===== src/rtl/bsg_mux_rr_buffered_pkg.sv =====
// Shared helpers for the buffered round-robin mux.
// Contents:
//   sel_width - width of a channel index for a given channel count
//               (at least 1 bit, so that a single channel still has a legal port)
package bsg_mux_rr_buffered_pkg;

    function automatic int sel_width(input int els);
        return (els == 1) ? 1 : $clog2(els);
    endfunction

endpackage


===== src/rtl/bsg_mux_rr_buffered_arb.sv =====
// Combinational round-robin / forced-select arbiter.
// Ports:
//   v_i         channel valids
//   last_i      index of the most recent round-robin winner; the search starts just after it
//   force_v_i   1: grant only channel force_sel_i (if it is valid)
//   force_sel_i forced channel index; values >= els_p grant nothing
//   gnt_o       one-hot grant (zero when nothing is granted)
//   gnt_idx_o   index of the granted channel (meaningful only when gnt_o != 0)
module bsg_mux_rr_arb
    import bsg_mux_rr_buffered_pkg::*;
#(
    parameter  int els_p        = 2,
    localparam int sel_width_lp = sel_width(els_p)
) (
    input  logic [els_p-1:0]        v_i,
    input  logic [sel_width_lp-1:0] last_i,
    input  logic                    force_v_i,
    input  logic [sel_width_lp-1:0] force_sel_i,
    output logic [els_p-1:0]        gnt_o,
    output logic [sel_width_lp-1:0] gnt_idx_o
);

    logic found_s;
    logic hit_s;

    // Grant selection: forced index, or first valid channel after last_i (wrapping).
    always_comb begin
        gnt_o     = '0;
        gnt_idx_o = '0;
        found_s   = 1'b0;
        hit_s     = 1'b0;
        if (force_v_i) begin
            // An out-of-range force_sel_i never matches any c, so nothing is granted.
            for (int c = 0; c < els_p; c++) begin
                gnt_o[c] = v_i[c] && (int'(force_sel_i) == c);
            end
            gnt_idx_o = force_sel_i;
        end else begin
            // Offset j visits last+1, last+2, ..., last+els_p (= last itself, last priority).
            for (int j = 1; j <= els_p; j++) begin
                for (int c = 0; c < els_p; c++) begin
                    hit_s     = !found_s && v_i[c] && (c == ((int'(last_i) + j) % els_p));
                    gnt_o[c]  = gnt_o[c] | hit_s;
                    gnt_idx_o = hit_s ? sel_width_lp'(c) : gnt_idx_o;
                    found_s   = found_s | hit_s;
                end
            end
        end
    end

endmodule


===== src/rtl/bsg_mux_rr_buffered_chk.sv =====
// Simulation checker for the buffered mux handshake.
// Ports (all inputs): clk_i, reset_i, data_i, v_i, yumi_i (the mux's yumi_o).
// Checks that a producer holding valid keeps valid and data steady until consumed,
// and that at most one channel is consumed per cycle.
module bsg_mux_rr_buffered_chk #(
    parameter int width_p = 64,
    parameter int els_p   = 2
) (
    input logic                       clk_i,
    input logic                       reset_i,
    input logic [els_p*width_p-1:0]   data_i,
    input logic [els_p-1:0]           v_i,
    input logic [els_p-1:0]           yumi_i
);

    for (genvar k = 0; k < els_p; k++) begin : g_ch
        a_hold: assert property (@(posedge clk_i) disable iff (reset_i)
            (v_i[k] && !yumi_i[k]) |=> (v_i[k] && $stable(data_i[k*width_p +: width_p])))
            else $error("producer dropped valid or changed data before yumi on channel %0d", k);
    end

    a_onehot: assert property (@(posedge clk_i) disable iff (reset_i) $onehot0(yumi_i))
        else $error("yumi is not one-hot");

endmodule


===== src/rtl/bsg_mux_rr_buffered.sv =====
// Registered N-to-1 mux with round-robin arbitration and a one-entry output register.
// Ports:
//   clk_i, reset_i  clock, synchronous active-high reset
//   data_i, v_i     els_p producer channels (channel k at data_i[k*width_p +: width_p])
//   yumi_o          channel consumed this cycle (one-hot or zero)
//   force_v_i/force_sel_i  serve only the given channel, bypassing round-robin
//   data_o, sel_o, v_o     registered output word, its source channel, valid
//   ready_and_i     consumer accepts data_o when v_o & ready_and_i
module bsg_mux_rr_buffered
    import bsg_mux_rr_buffered_pkg::*;
#(
    parameter  int width_p      = 64,
    parameter  int els_p        = 2,
    localparam int sel_width_lp = sel_width(els_p)
) (
    input  logic                      clk_i,
    input  logic                      reset_i,
    input  logic [els_p*width_p-1:0]  data_i,
    input  logic [els_p-1:0]          v_i,
    output logic [els_p-1:0]          yumi_o,
    input  logic                      force_v_i,
    input  logic [sel_width_lp-1:0]   force_sel_i,
    output logic [width_p-1:0]        data_o,
    output logic [sel_width_lp-1:0]   sel_o,
    output logic                      v_o,
    input  logic                      ready_and_i
);

    // Pointer starts at the last channel so channel 0 wins first after reset.
    localparam logic [sel_width_lp-1:0] last_init_lp = sel_width_lp'(els_p - 1);

    logic                    v_q,    v_d;
    logic [width_p-1:0]      data_q, data_d;
    logic [sel_width_lp-1:0] sel_q,  sel_d;
    logic [sel_width_lp-1:0] last_q, last_d;

    logic                    en_s;
    logic [els_p-1:0]        gnt_s;
    logic [sel_width_lp-1:0] gnt_idx_s;
    logic [width_p-1:0]      gnt_data_s;

    bsg_mux_rr_arb #(.els_p(els_p)) u_arb (
        .v_i         (v_i),
        .last_i      (last_q),
        .force_v_i   (force_v_i),
        .force_sel_i (force_sel_i),
        .gnt_o       (gnt_s),
        .gnt_idx_o   (gnt_idx_s)
    );

    // Load enable: register empty, or its word leaves this cycle (drain and refill together).
    assign en_s   = ~v_q | ready_and_i;
    assign yumi_o = (en_s && !reset_i) ? gnt_s : '0;

    // AND-OR data select over the one-hot grant.
    always_comb begin
        gnt_data_s = '0;
        for (int k = 0; k < els_p; k++) begin
            gnt_data_s = gnt_data_s | (data_i[k*width_p +: width_p] & {width_p{gnt_s[k]}});
        end
    end

    // Next state of the output register and round-robin pointer.
    always_comb begin
        v_d    = v_q;
        data_d = data_q;
        sel_d  = sel_q;
        last_d = last_q;
        if (en_s) begin
            v_d = |gnt_s;
            if (|gnt_s) begin
                data_d = gnt_data_s;
                sel_d  = gnt_idx_s;
                // Forced transfers do not disturb round-robin fairness.
                last_d = force_v_i ? last_q : gnt_idx_s;
            end else begin
                data_d = data_q;
                sel_d  = sel_q;
            end
        end else begin
            v_d = v_q;
        end
    end

    // State registers with synchronous reset.
    always_ff @(posedge clk_i) begin
        if (reset_i) begin
            v_q    <= 1'b0;
            data_q <= '0;
            sel_q  <= '0;
            last_q <= last_init_lp;
        end else begin
            v_q    <= v_d;
            data_q <= data_d;
            sel_q  <= sel_d;
            last_q <= last_d;
        end
    end

    assign v_o    = v_q;
    assign data_o = data_q;
    assign sel_o  = sel_q;

    bsg_mux_rr_buffered_chk #(.width_p(width_p), .els_p(els_p)) u_chk (
        .clk_i   (clk_i),
        .reset_i (reset_i),
        .data_i  (data_i),
        .v_i     (v_i),
        .yumi_i  (yumi_o)
    );

endmodule


===== config.mk =====
export PLATFORM = sky130hd
export DESIGN_NAME = bsg_mux_rr_buffered
export DESIGN_NICKNAME = d
export VERILOG_FILES = /design/src/rtl/bsg_mux_rr_buffered_pkg.sv /design/src/rtl/bsg_mux_rr_buffered_arb.sv /design/src/rtl/bsg_mux_rr_buffered_chk.sv /design/src/rtl/bsg_mux_rr_buffered.sv
export SDC_FILE = /design/constraint.sdc
export NUM_CORES = 1
export LEC_CHECK = 0
export CORE_MARGIN = 10
export CORE_UTILIZATION = 42
export DETAILED_ROUTE_END_ITERATION = 16
export PLACE_DENSITY_LB_ADDON = 0.3
export RECOVER_POWER = 50
export SLEW_MARGIN = 20
export SYNTH_ARGS = -nofsm -noshare
export SYNTH_HDL_FRONTEND = slang
export SYNTH_SLANG_ARGS = --single-unit
export TNS_END_PERCENT = 50

===== constraint.sdc =====
create_clock -name clk_i -period 2.3 [get_ports clk_i]
set_clock_uncertainty 0.05 [all_clocks]
set_input_delay 0.23 -clock clk_i [delete_from_list [all_inputs] [get_ports clk_i]]
set_output_delay 0.23 -clock clk_i [all_outputs]
set_load 0.005 [all_outputs]

After elaboration in Yosys (flattened, before gate mapping) --
Cells that the tools add are included.
Cells by class: mux-type cells 6, $add $sub $neg 2, reduce and logical (&&, ||, !) cells 19, bitwise gates (word level) 13, eq/ne operators 2
Operators with widths (count):
- $and 64x64->64 | 2
- $logic_not 32->1 | 2
- $or 64x64->64 | 1
- $logic_and 1x1->1 | 10
- $or 1x1->1 | 5
- $eq 2x2->1 const A | 2
- $logic_not 1->1 | 4
- $mux 1 | 4
- $mux 2 | 2
- $not 1->1 | 3
- $reduce_and 3->1 | 1
- $add 1x1->1 const B | 2
- $and 1x1->1 const A | 2
- $reduce_and 2->1 | 1
- $reduce_or 2->1 | 1
Word-level totals: input bits 135, bits in registers 67, logic and storage cells 46, output and inout bits 68

Depth between registers and ports, before layout --
depth after elaboration 19, depth in mapped cells 6, depth with buffers taken out 4

Cells and area by module --
Synthesis repeated with hierarchy kept, for this count alone.
Unflattened totals: cell total of the unflattened synthesis 324, area total of the unflattened synthesis 3483.3 um^2
Modules (own cells, without submodules):
- bsg_mux_rr_buffered | area an instance 3432.0 um^2, cells an instance 316, sequential area each 1341.3 um^2, times used 1
- bsg_mux_rr_arb | area an instance 51.3 um^2, cells an instance 8, sequential area each 0.0 um^2, times used 1

Least setup slack after synthesis --
No wires, ideal clock.
path type reg2out, from register last_q, to output yumi_o[1], data arrival time 1.068 ns, cell stages (with the launch flop) 6, required time 2.020 ns, buffers on the path 2, setup slack 0.952 ns, cells stage by stage dfxtp_1 > nand2_1 > o211a_1 > buf_6 > buf_4 > and2_1
Between the ends: cells in the longest elaborated chain, start to end 18, elaborated cells on any way between the ends 23, classes of those cells add/sub (2); eq/ne (2); mux (2); bitwise (5); reduce/logical (12)
RTL lines:
- start: declaration | line bsg_mux_rr_buffered.sv:35 | logic [sel_width_lp-1:0] last_q, last_d;
- start signal: assignment | line bsg_mux_rr_buffered.sv:91 | last_q <= last_init_lp;
- start signal: assignment | line bsg_mux_rr_buffered.sv:96 | last_q <= last_d;
- $add 1x1->1 | line bsg_mux_rr_buffered_arb.sv:42 | hit_s = !found_s && v_i[c] && (c == ((int'(last_i) + j) % els_p));
- $and 1x1->1 (no source line)
- $logic_not 32->1 | line bsg_mux_rr_buffered_arb.sv:42
- $logic_and 1x1->1 | line bsg_mux_rr_buffered_arb.sv:42
- $logic_not 1->1 | line bsg_mux_rr_buffered_arb.sv:42
- $logic_and 1x1->1 (2 in a row) | line bsg_mux_rr_buffered_arb.sv:42
- $or 1x1->1 | line bsg_mux_rr_buffered_arb.sv:45 | found_s = found_s | hit_s;
- $logic_not 1->1 | line bsg_mux_rr_buffered_arb.sv:42
- $logic_and 1x1->1 (2 in a row) | line bsg_mux_rr_buffered_arb.sv:42
- $or 1x1->1 | line bsg_mux_rr_buffered_arb.sv:45
- $logic_not 1->1 | line bsg_mux_rr_buffered_arb.sv:42
- $logic_and 1x1->1 (2 in a row) | line bsg_mux_rr_buffered_arb.sv:42
- $or 1x1->1 * | line bsg_mux_rr_buffered_arb.sv:43 | gnt_o[c] = gnt_o[c] | hit_s;
- $mux 2 * | line bsg_mux_rr_buffered_arb.sv:32 | if (force_v_i) begin
- $mux 2 * | line bsg_mux_rr_buffered.sv:53 | assign yumi_o = (en_s && !reset_i) ? gnt_s : '0;
- end: declaration | line bsg_mux_rr_buffered.sv:20 | output logic [els_p-1:0] yumi_o,
Every way passes the cells marked *; elsewhere a longest branch is shown, timed or not.

Final worst setup path --
from input force_v_i, to output yumi_o[0]
Between the ends: cells in the longest elaborated chain, start to end 2
RTL lines:
- start: declaration | line bsg_mux_rr_buffered.sv:21 | input logic force_v_i,
- $mux 2 | line bsg_mux_rr_buffered_arb.sv:32
- $mux 2 | line bsg_mux_rr_buffered.sv:53
No other way between the ends.

==> impl_metrics.toml <==
[route]
initial_detailed_routing_violation_count = 155
routed_wire_length_per_instance_um = 20.42
routed_wirelength_um = 12580
first_drt_pass_iteration_count = 4
number_of_remaining_drc_errors = 0
viasPerCell = 5.354
vias = 3298
antenna_left = 0

[power_and_ir_drop]
p_comb_share_pct = 33.4
net-switching-power_mw = 0.9888
netSwitchingFraction_pct = 29.31
power_mw = 3.374
share_of_power_burned_in_the_clock_network_pct = 26.0
leakage_power_total_nw = 2.163
power.internal_mw = 2.385
vdd.ir_drop.worst_uv = 333.4
share_seq_of_total_power_pct = 40.6
p_per_area_nw_per_um2 = 573.7

[critical_path]
reg2reg_setup_slack_ns = 0.68
end_kind = "output pin"
timing.setup.critical_path_class = "input pin to output pin"
worst_r2r_startpoint = "last_q$_SDFFE_PP1P_"
cp.required_ns = 2.02
start_kind = "input pin"
worst_r2r_endpoint = "data_o[23]$_SDFFE_PP0P_"
worstPathMaxFanout = 6
arrival_ns = 1.92
logic_depth_of_the_worst_register_to_register_path = 5

[synth]
synth-seq-cells = 67
async_reset_ff_share_pct = 0
primary_ff_master_synth = "dfxtp_1"
netlist_area_um2 = 3628
yosysWarnings = 0
synth_area_leader_cell = "dfxtp_1"
synthTopCellsByCount = "67 x dfxtp_1, 66 x nand2b_1, 60 x a221oi_2, 59 x a21oi_2, 11 x buf_6"
synthDominantCellAreaShare_pct = 36.97
syn_avg_cell_area_um2 = 11.48
synthesis.instances = 316
synth.area.top_cells = "dfxtp_1 37%, a221oi_2 25%, a21oi_2 14%"
number_of_enable_flip_flop_cells_after_synthesis = 0
post_syn_nets = 451
dominant_cell_by_count_in_the_synthesized_netlist = "dfxtp_1"
synth_cell_types = 23
synth-seq-area-share_pct = 36.97

[clocking]
clk_pin_slew_worst_paths_ns = 0.07
htree_levels = 3
cts_resized = 0
cts_tree = "yes"
max-clock-path-buffers = 2
post_cts_buffers = 0
clock_sinks = 67
postCtsHoldBufs = 0
cts_buffers = 9
clock_latency_ns = 0.33
root_buffer = "clkbuf_8"

[floorplan]
die_height_um = 112.9
rows = 33
io_pins = 203
floorplan.initialDensity_pct = 43.72
die_w_um = 112.9
die-area_um2 = 12760
placeableCoreArea_um2 = 8299

[placement]
post_dp_cell_area_um2 = 5708
post-place-ws_ns = 0.1320
dp_cells = 600
port_buffers = 202
dpl.hpwl_um = 9394
place_congestion = 0.7800

[grt]
grt_pass1_vias = 3588
grt_start_max_net_pins = 68
grt-ovfl-total = 0
antenna_violations_before_repair = 0
grt_util_all_layers_pct = 18.96
grt_pass1_wl_um = 19640

[sta]
fin_worst_hold_slack_ns = 0.4196
rsz0062_at_grt = "no"
setup_total_negative_slack_ns = 0
worst_pin_slew_ns = 0.5885
relative_slew_slack_pct = 60.77
slew_violations = 0
timing.final.hold_violations = 0
fin_crit_sh_pct = 95.66
period_minus_ws_final_ns = 2.200
finalWorstSetupSlack_ns = 0.09980
fmax_mhz = 454.5
setup_violations = 0

[cells_and_area]
postLayoutCellArea_um2 = 5881
ratio_of_cells_with_drive_above_1_in_the_final_layout_pct = 29.16
fin_nets = 641
instances_no_fill = 616
postLayoutCoreUtil_pct = 70.86
area_growth_pct = 62.07
insertedDiodeCount = 0

[job]
cap_violations = 0

[min_path]
hold_path_depth = 2
endpoint_of_the_worst_hold_timing_path = "data_o[24]$_SDFFE_PP0P_"
worstHoldStart = "data_o[24]$_SDFFE_PP0P_"
hold_class = "register to register"

[outcome]
run_status = "finished, final reports clean"
## cells by family after synthesis
| family | after synthesis | synth area share, % |
|---|---|---|
| flops | 67 | 36.97 |
| buf+inv | 35 | 6.931 |
| simple gates | 76 | 12.69 |
| compound gates | 138 | 43.41 |
## routing by layer
metal  vias up  track usage, %  routed length (um)
li1       1589               -                   -
met1      1562           19.84                4888
met3        13           8.928                1315
met5         -               0                   0
met4         0           7.360                 240
met2       134           32.30                6136
## power by group through the flow
stage / clock, mW / combinational (mW) / sequential, mW
floorplan: 0 / 0.525 / 1.41
global route: 0.958 / 1.21 / 1.39
detailed placement: 0 / 1.18 / 1.40
finish: 0.876 / 1.13 / 1.37
CTS: 0.908 / 1.19 / 1.38
global placement: 0 / 1.16 / 1.39
## critical path, cell delays in order
cell             delay (ns)
clkdlybuf4s50_1        0.53
a21boi_2               0.24
a21boi_4               0.24
and2_1                 0.16
clkdlybuf4s50_1        0.52
## cell type report
class | count | area [um2]
clock inverters | 2 | 10.01
flip-flops and latches | 67 | 1341
repair buffers | 213 | 2162
fillers | 649 | 2419
well taps | 105 | 131.4
clock buffers | 14 | 162.7
multi-input cells | 214 | 2069
inverters | 1 | 3.754
## sequential cells by signal, indices dropped and copies added, names as in the netlist
register	cells
v_o	1
data_o	64
last_q	1
sel_o	1
## cells in the final DEF (no fill, tap or decap)
| cell type | synthesis | final |
|---|---|---|
| and2_1 | 2 | 2 |
| clkbuf_1 | 7 | 3 |
| buf_4 | 7 | 6 |
| nor2_1 | 3 | 3 |
| nand2_1 | 3 | 3 |
| a221oi_2 | 60 | 60 |
| a21oi_1 | 6 | 6 |
| dfxtp_1 | 67 | 67 |
| o221ai_4 | 0 | 1 |
| clkinv_2 | 0 | 2 |
| a21o_1 | 1 | 1 |
| a21oi_2 | 59 | 59 |
| buf_12 | 0 | 5 |
| nor2b_1 | 2 | 2 |
| o211ai_4 | 0 | 1 |
| a221o_1 | 1 | 1 |
| clkbuf_8 | 0 | 11 |
| buf_2 | 9 | 1 |
| inv_1 | 1 | 1 |
| o21ai_0 | 1 | 1 |
| nand2b_1 | 66 | 66 |
| dlygate4sd3_1 | 0 | 65 |
| clkdlybuf4s50_1 | 0 | 136 |
| o211a_4 | 0 | 1 |
| a221oi_1 | 5 | 5 |
| a21boi_4 | 1 | 1 |
| a21boi_2 | 1 | 1 |
## how the worst max path moves through the flow
stage	slack (ns)	startpoint	endpoint
after floorplan	0.95	last_q$_SDFFE_PP1P_	yumi_o[1]
after global placement	0.17	force_v_i	yumi_o[0]
after detailed placement	0.13	force_v_i	yumi_o[0]
after CTS	0.11	force_v_i	yumi_o[0]
after global routing	0.03	force_v_i	yumi_o[0]
final	0.1	force_v_i	yumi_o[0]
Note: power is estimated with default switching activity, not from simulation.
